$ cat config.mk
export PLATFORM = sky130hd
export DESIGN_NAME = hilo_unit
export DESIGN_NICKNAME = d
export VERILOG_FILES = /design/src/rtl/hilo_unit_pkg.sv /design/src/rtl/hilo_busy_counter.sv /design/src/rtl/hilo_unit.sv
export SDC_FILE = /design/constraint.sdc
export NUM_CORES = 1
export LEC_CHECK = 0
export ABC_AREA = 1
export BUFFER_PORTS_ARGS = -buffer_cell sky130_fd_sc_hd__buf_2
export CORE_MARGIN = 3
export CORE_UTILIZATION = 55
export CTS_CLUSTER_SIZE = 20
export DETAILED_ROUTE_END_ITERATION = 8
export PLACE_DENSITY = 0.83
export SYNTH_ARGS = -nofsm -noshare
export SYNTH_HDL_FRONTEND = slang
export SYNTH_HIERARCHICAL = 1
export SYNTH_SLANG_ARGS = --single-unit
$ cat constraint.sdc
create_clock -name CLK -period 4.4 [get_ports CLK]
set_clock_uncertainty 0.1 [all_clocks]
set_input_delay 0.66 -clock CLK [delete_from_list [all_inputs] [get_ports CLK]]
set_output_delay 0.66 -clock CLK [all_outputs]
set_load 0.05 [all_outputs]
$ cat src/rtl/hilo_unit_pkg.sv
// Shared encodings for the HI/LO writeback block of the MIPS ALU datapath.
package hilo_unit_pkg;

    // Tracking state: either no mult/div outstanding, or exactly one.
    typedef enum logic {
        IDLE = 1'b0,
        BUSY = 1'b1
    } hilo_state_t;

    // Kind of the outstanding operation, latched on issue.
    localparam logic KIND_MUL = 1'b0;
    localparam logic KIND_DIV = 1'b1;

    // Register select for MFHI/MFLO/MTHI/MTLO.
    localparam logic SEL_LO = 1'b0;
    localparam logic SEL_HI = 1'b1;

endpackage

$ cat src/rtl/hilo_busy_counter.sv
// Saturating busy-cycle counter with clear and a watchdog terminal-count flag.
// tc marks the busy cycle whose closing edge brings the count up to TIMEOUT,
// so the watchdog fires after exactly TIMEOUT busy cycles and the count
// left behind reads TIMEOUT. TIMEOUT is expected to be at least 1.
module hilo_busy_counter
    import hilo_unit_pkg::*;
#(
    parameter int CNT_W   = 16,
    parameter int TIMEOUT = 65535
) (
    input  logic             clk,
    input  logic             srst,
    input  logic             clr,
    input  logic             en,
    output logic [CNT_W-1:0] count,
    output logic             tc
);

    localparam logic [CNT_W-1:0] CNT_MAX = '1;
    localparam logic [CNT_W-1:0] TC_VAL  = CNT_W'(TIMEOUT - 1);

    logic [CNT_W-1:0] count_reg;

    // Count busy cycles; clear on a new issue, hold at all-ones.
    always_ff @(posedge clk) begin
        if (srst) begin
            count_reg <= '0;
        end else if (clr) begin
            count_reg <= '0;
        end else if (en && (count_reg != CNT_MAX)) begin
            count_reg <= count_reg + CNT_W'(1);
        end
    end

    assign count = count_reg;
    assign tc    = en && (count_reg == TC_VAL);

endmodule

$ cat src/rtl/hilo_unit.sv
// HI/LO architectural registers with mult/div completion tracking, MF/MT
// stall interlocks, a busy watchdog and sticky diagnostic flags.
module hilo_unit
    import hilo_unit_pkg::*;
#(
    parameter int WIDTH   = 32,
    parameter int CNT_W   = 16,
    parameter int TIMEOUT = 65535
) (
    input  logic               CLK,
    input  logic               Reset,
    input  logic               Issue,
    input  logic               IssueKind,
    output logic               IssueReady,
    input  logic               ResValid,
    input  logic [2*WIDTH-1:0] ResData,
    input  logic               RdReq,
    input  logic               RdSel,
    output logic [WIDTH-1:0]   RdData,
    output logic               RdStall,
    input  logic               WrEn,
    input  logic               WrSel,
    input  logic [WIDTH-1:0]   WrData,
    output logic               WrStall,
    output logic               Busy,
    output logic [CNT_W-1:0]   CycleCount,
    output logic               Timeout,
    output logic               Spurious
);

    hilo_state_t      state_reg, state_next;
    logic             pend_kind_reg, pend_kind_next;
    logic [WIDTH-1:0] hi_reg, hi_next;
    logic [WIDTH-1:0] lo_reg, lo_next;
    logic             timeout_reg, timeout_next;
    logic             spurious_reg, spurious_next;
    logic             cnt_clr;
    logic             cnt_tc;
    logic             busy;

    // Upper/lower halves of the result bus as delivered by the producers.
    logic [WIDTH-1:0] res_upper;
    logic [WIDTH-1:0] res_lower;

    assign res_upper = ResData[2*WIDTH-1:WIDTH];
    assign res_lower = ResData[WIDTH-1:0];
    assign busy      = (state_reg == BUSY);

    hilo_busy_counter #(
        .CNT_W   (CNT_W),
        .TIMEOUT (TIMEOUT)
    ) u_busy_counter (
        .clk   (CLK),
        .srst  (Reset),
        .clr   (cnt_clr),
        .en    (busy),
        .count (CycleCount),
        .tc    (cnt_tc)
    );

    // Next-state, register writeback and flag updates.
    always_comb begin
        state_next     = state_reg;
        pend_kind_next = pend_kind_reg;
        hi_next        = hi_reg;
        lo_next        = lo_reg;
        timeout_next   = timeout_reg;
        spurious_next  = spurious_reg;
        cnt_clr        = 1'b0;
        unique case (state_reg)
            IDLE: begin
                // An MT write in the issue cycle lands before BUSY begins.
                if (WrEn) begin
                    if (WrSel == SEL_HI) hi_next = WrData;
                    else                 lo_next = WrData;
                end
                if (ResValid) spurious_next = 1'b1;
                if (Issue) begin
                    state_next     = BUSY;
                    pend_kind_next = IssueKind;
                    cnt_clr        = 1'b1;
                end
            end
            BUSY: begin
                // A result in the watchdog's final cycle still wins.
                if (ResValid) begin
                    if (pend_kind_reg == KIND_DIV) begin
                        lo_next = res_upper;
                        hi_next = res_lower;
                    end else begin
                        hi_next = res_upper;
                        lo_next = res_lower;
                    end
                    state_next = IDLE;
                end else if (cnt_tc) begin
                    timeout_next = 1'b1;
                    state_next   = IDLE;
                end
            end
            default: state_next = IDLE;
        endcase
    end

    // State, HI/LO storage and sticky flags; reset overrides everything.
    always_ff @(posedge CLK) begin
        if (Reset) begin
            state_reg     <= IDLE;
            pend_kind_reg <= KIND_MUL;
            hi_reg        <= '0;
            lo_reg        <= '0;
            timeout_reg   <= 1'b0;
            spurious_reg  <= 1'b0;
        end else begin
            state_reg     <= state_next;
            pend_kind_reg <= pend_kind_next;
            hi_reg        <= hi_next;
            lo_reg        <= lo_next;
            timeout_reg   <= timeout_next;
            spurious_reg  <= spurious_next;
        end
    end

    assign IssueReady = ~busy;
    assign Busy       = busy;
    assign RdData     = (RdSel == SEL_HI) ? hi_reg : lo_reg;
    assign RdStall    = RdReq & busy;
    assign WrStall    = WrEn & busy;
    assign Timeout    = timeout_reg;
    assign Spurious   = spurious_reg;

endmodule
# == After elaboration in Yosys (flattened, before gate mapping) ==
# Cells that the tools add are included.
# totals
reg_bits,84
inputBits,105
out_inout_bits,54
word_cells,42
# classes
addsub,1
eq_ne,6
mux,16
bitwise,4
n_reduce_logical,8
# ops
op,count
$mux 32,9
$pmux 32 s2,2
$add 16x1->16 const B,1
$eq 16x16->1 const B,1
$ne 16x16->1 const B,1
$reduce_and 3->1,3
$mux 1,4
$ne 2x1->1 const B,2
$ne 2x2->1 const B,2
$reduce_and 2->1,2
$and 1x1->1,2
$logic_and 1x1->1,2
$not 1->1,2
$pmux 1 s2,1
$reduce_or 2->1,1

# == Logic depth before layout (Yosys ltp) ==
# logic_depth
word_depth,5
mapped_depth,10
ltp_nobuf,10

# == Cells and area by module ==
# Netlist, hierarchy kept.
# modules_own_cells
module,n_inst,cells_each,area_per_inst_um2,seq_area_each_um2
hilo_unit,1,824,4461.8,1361.3
hilo_busy_counter,1,162,1049.8,320.3

# == Worst setup path before layout ==
# Ideal clock, no wire load.
# synth_timing
path_type,input port to output port
from,input port RdSel
to,output port RdData[23]
arrival_time_ns,2.123
required_time_ns,3.640
setup_slack_ns,1.517
stages,3
path_buffers,2
path_cell_list,clkbuf_1 -> clkbuf_1 -> o21ai_0
# synth_via
elab_chain_len,1
# synth_rtl
item,line_no,rtl
"start, declared",hilo_unit.sv:18,"input logic RdSel,"
$mux 32,hilo_unit.sv:125,assign RdData = (RdSel == SEL_HI) ? hi_reg : lo_reg;
"end, declared",hilo_unit.sv:19,"output logic [WIDTH-1:0] RdData,"
# Every way passes these cells.

# == Worst setup path after layout ==
# layout_timing
from,input port RdSel
to,output port RdData[19]
# The elaborated chain is that of the path after synthesis.

==> flow_summary.ini <==
[clock_tree]
cts.clk_slew.worst_paths_ps = 80
cts_buffers = 9
cts_hold_buf = 0
ctsRootBufferMaster = clkbuf_8
clk_latency_ps = 340
clockBufferDepth = 2
cts_setup_buffers = 0
cts.repair.resized = 0
cts_tree = built
cts.sinks = 84
htreeDepth = 3

[drt]
detail_route.wl_per_cell_um = 12.3
drt_wl_total_um = 15200
ant_nets = 0
dr.pass1.iters = 6
drcViolationCount = 0
viasPerCell = 4.98
vias = 6159
drt-initial-drc-count = 426

[timing]
layout_setup_ws_ps = 1600
fin_tns_setup_ps = 0
setup_violations = 0
drv_slew = 0
hold_viol = 0
period_needed_ps = 2800
fin_crit_sh_pct = 63.7
slew_headroom_pct = 26.8
rsz0062_at_grt = no
fmax_mhz = 357
tightest_slew_ps = 1100

[final_layout]
seq_area_um2 = 1680
mostFrequentLayoutCell = nor2_1
n_fill_cell = 951
mostFrequentLayoutCells = nor2_1 (279), nand2_1 (254), buf_2 (158)
layout.nets = 1209
multi_input_area_um2 = 3200
area_growth_pct = 16.9
antenna_cells = 0
final_layout_size_suffix_gt1_share_pct = 18.3

[min_path]
hold_end = Spurious
min_path_type = reg2reg
hold_path_depth = 2
hp-start = Spurious

[grt]
grt_pass1_vias = 5510
grt_usage_pct = 27.0
grt_max_degree = 77
antenna_found_initial = 0
overflow = 0
grt_pass1_wl_um = 25400

[synthesis]
syn_inst = 986
synthAdderAreaFrac_pct = 0.454
muxShareOfSynthArea_pct = 0
synth-compound-area-share_pct = 10.2
ys_ff_latch = 84
yosysUniqueCellTypes = 29
syn_area_um2 = 5510
syn_nets = 1093
yosysWarnings = 6
yosysSeqAreaShare_pct = 30.5
syn_area_per_cell_um2 = 5.59
synth-xor-area-share_pct = 0.795
synth_top_family_by_area = simple AND/OR/NAND/NOR gates
synth-simple-area-share_pct = 46.6

[floorplanning]
start_util_pct = 58.0
coreArea_um2 = 9500
dieHeight_um = 106
boundaryPins = 159
die_area_um2 = 11300
dieWidth_um = 106
rows = 35

[pwr]
ir_drop_mv = 0.208
p_leak_nw = 3.41
powerDensity_nw_per_um2 = 323

[worst_setup_path]
r2r_cells = 8
crit_type = in2out
timing.rr.end = hi_reg[13]
worstReg2RegStart = Busy
worstPathArrival_ps = 2040
worstSetupEndpointType = primary output
cp-startpoint = RdSel
critPathMaxFanout = 64
start_kind = input pin
required_ps = 3640
ff2ff_setup_slack_ps = 1690

[placed_design]
gp_congestion = 0.844
preCtsSetupSlack_ps = 1600
hpwl_um = 10100
numPortBuffers = 158

[flow_run]
drv_cap = 0

[outcome]
run_status = completed
==> stage by stage <==
stage,hold WS (ps),util (%),instances,area [um2],power (mW)
3_5_place_dp,362,65.5,1220,6230,1.48
3_3_place_gp,353,65.5,1220,6230,1.47
5_1_grt,445,67.8,1236,6440,2.20
2_1_floorplan,389,-,986,5510,1.32
4_1_cts,383,67.8,1236,6440,2.08
6_report,379,67.8,1236,6440,2.08
==> kinds of logic after synthesis <==
logic type / after synthesis
XOR/XNOR: 5
AO/OA/AOI/OAI: 112
adder cells (fa/ha/maj): 2
flip-flops: 84
buffers and inverters: 150
AND/OR/NAND/NOR: 633
==> worst max-delay path: stages <==
cell     delay, ps
buf_2          740
nand2_1        130
o21ai_0        150
buf_2          320
==> metal layers <==
metal | vias up | wire length [um] | track usage [%]
li1 | 3258 | - | -
met1 | 2640 | 6660 | 36.7
met2 | 248 | 7030 | 45.0
met3 | 13 | 1310 | 3.95
met4 | 0 | 161 | 6.94
met5 | - | 0 | 0
==> worst max-delay path by stage <==
| stage | to | slack [ps] | cells after the start |
|---|---|---|---|
| finish | RdData[19] | 1600 | 4 |
| global route | RdData[19] | 1420 | 4 |
| CTS | RdData[19] | 1560 | 4 |
| detailed placement | RdData[19] | 1600 | 4 |
| global placement | RdData[23] | 1620 | 3 |
| floorplan | RdData[23] | 1520 | 3 |
==> layout make-up <==
cell class              count  share of cell area [%]
well taps                 129                    2.50
clock inverters             4                    1.13
inverters                  91                    5.30
clock buffers              12                    2.25
multi-input cells         752                    49.7
repair buffers            164                    13.0
flip-flops and latches     84                    26.1
==> synthesized netlist by cell type <==
| library cell | count | share of area [%] |
|---|---|---|
| clkbuf_1 | 26 | 1.8 |
| nand3_1 | 75 | 6.8 |
| clkbuf_2 | 1 | 0.091 |
| o21a_1 | 1 | 0.14 |
| buf_2 | 25 | 2.3 |
| nor2_4 | 4 | 0.82 |
| nand4_1 | 6 | 0.68 |
| clkbuf_8 | 1 | 0.25 |
| inv_1 | 86 | 5.9 |
| clkinv_1 | 1 | 0.068 |
| dfxtp_1 | 84 | 31 |
| nand2_1 | 255 | 17 |
| o21ai_1 | 1 | 0.091 |
| nor4_1 | 1 | 0.11 |
| nand2_2 | 6 | 0.68 |
| nor2_2 | 4 | 0.45 |
| nand2_4 | 1 | 0.20 |
| buf_1 | 1 | 0.068 |
| ha_1 | 2 | 0.45 |
| inv_2 | 4 | 0.27 |
| nand2_8 | 1 | 0.36 |
| xor2_1 | 3 | 0.48 |
| nand3b_1 | 1 | 0.14 |
| buf_4 | 4 | 0.54 |
| buf_6 | 1 | 0.20 |
| a21oi_1 | 13 | 1.2 |
| nor2_1 | 279 | 19 |
| xnor2_1 | 2 | 0.32 |
| o21ai_0 | 97 | 8.8 |
==> power by group <==
part / switching, mW / internal [mW] / total, mW
Sequential: 0.0381 / 0.825 / 0.863
Combinational: 0.423 / 0.177 / 0.600
Clock: 0.281 / 0.336 / 0.617
No activity file was read; power rests on OpenSTA's default activity.
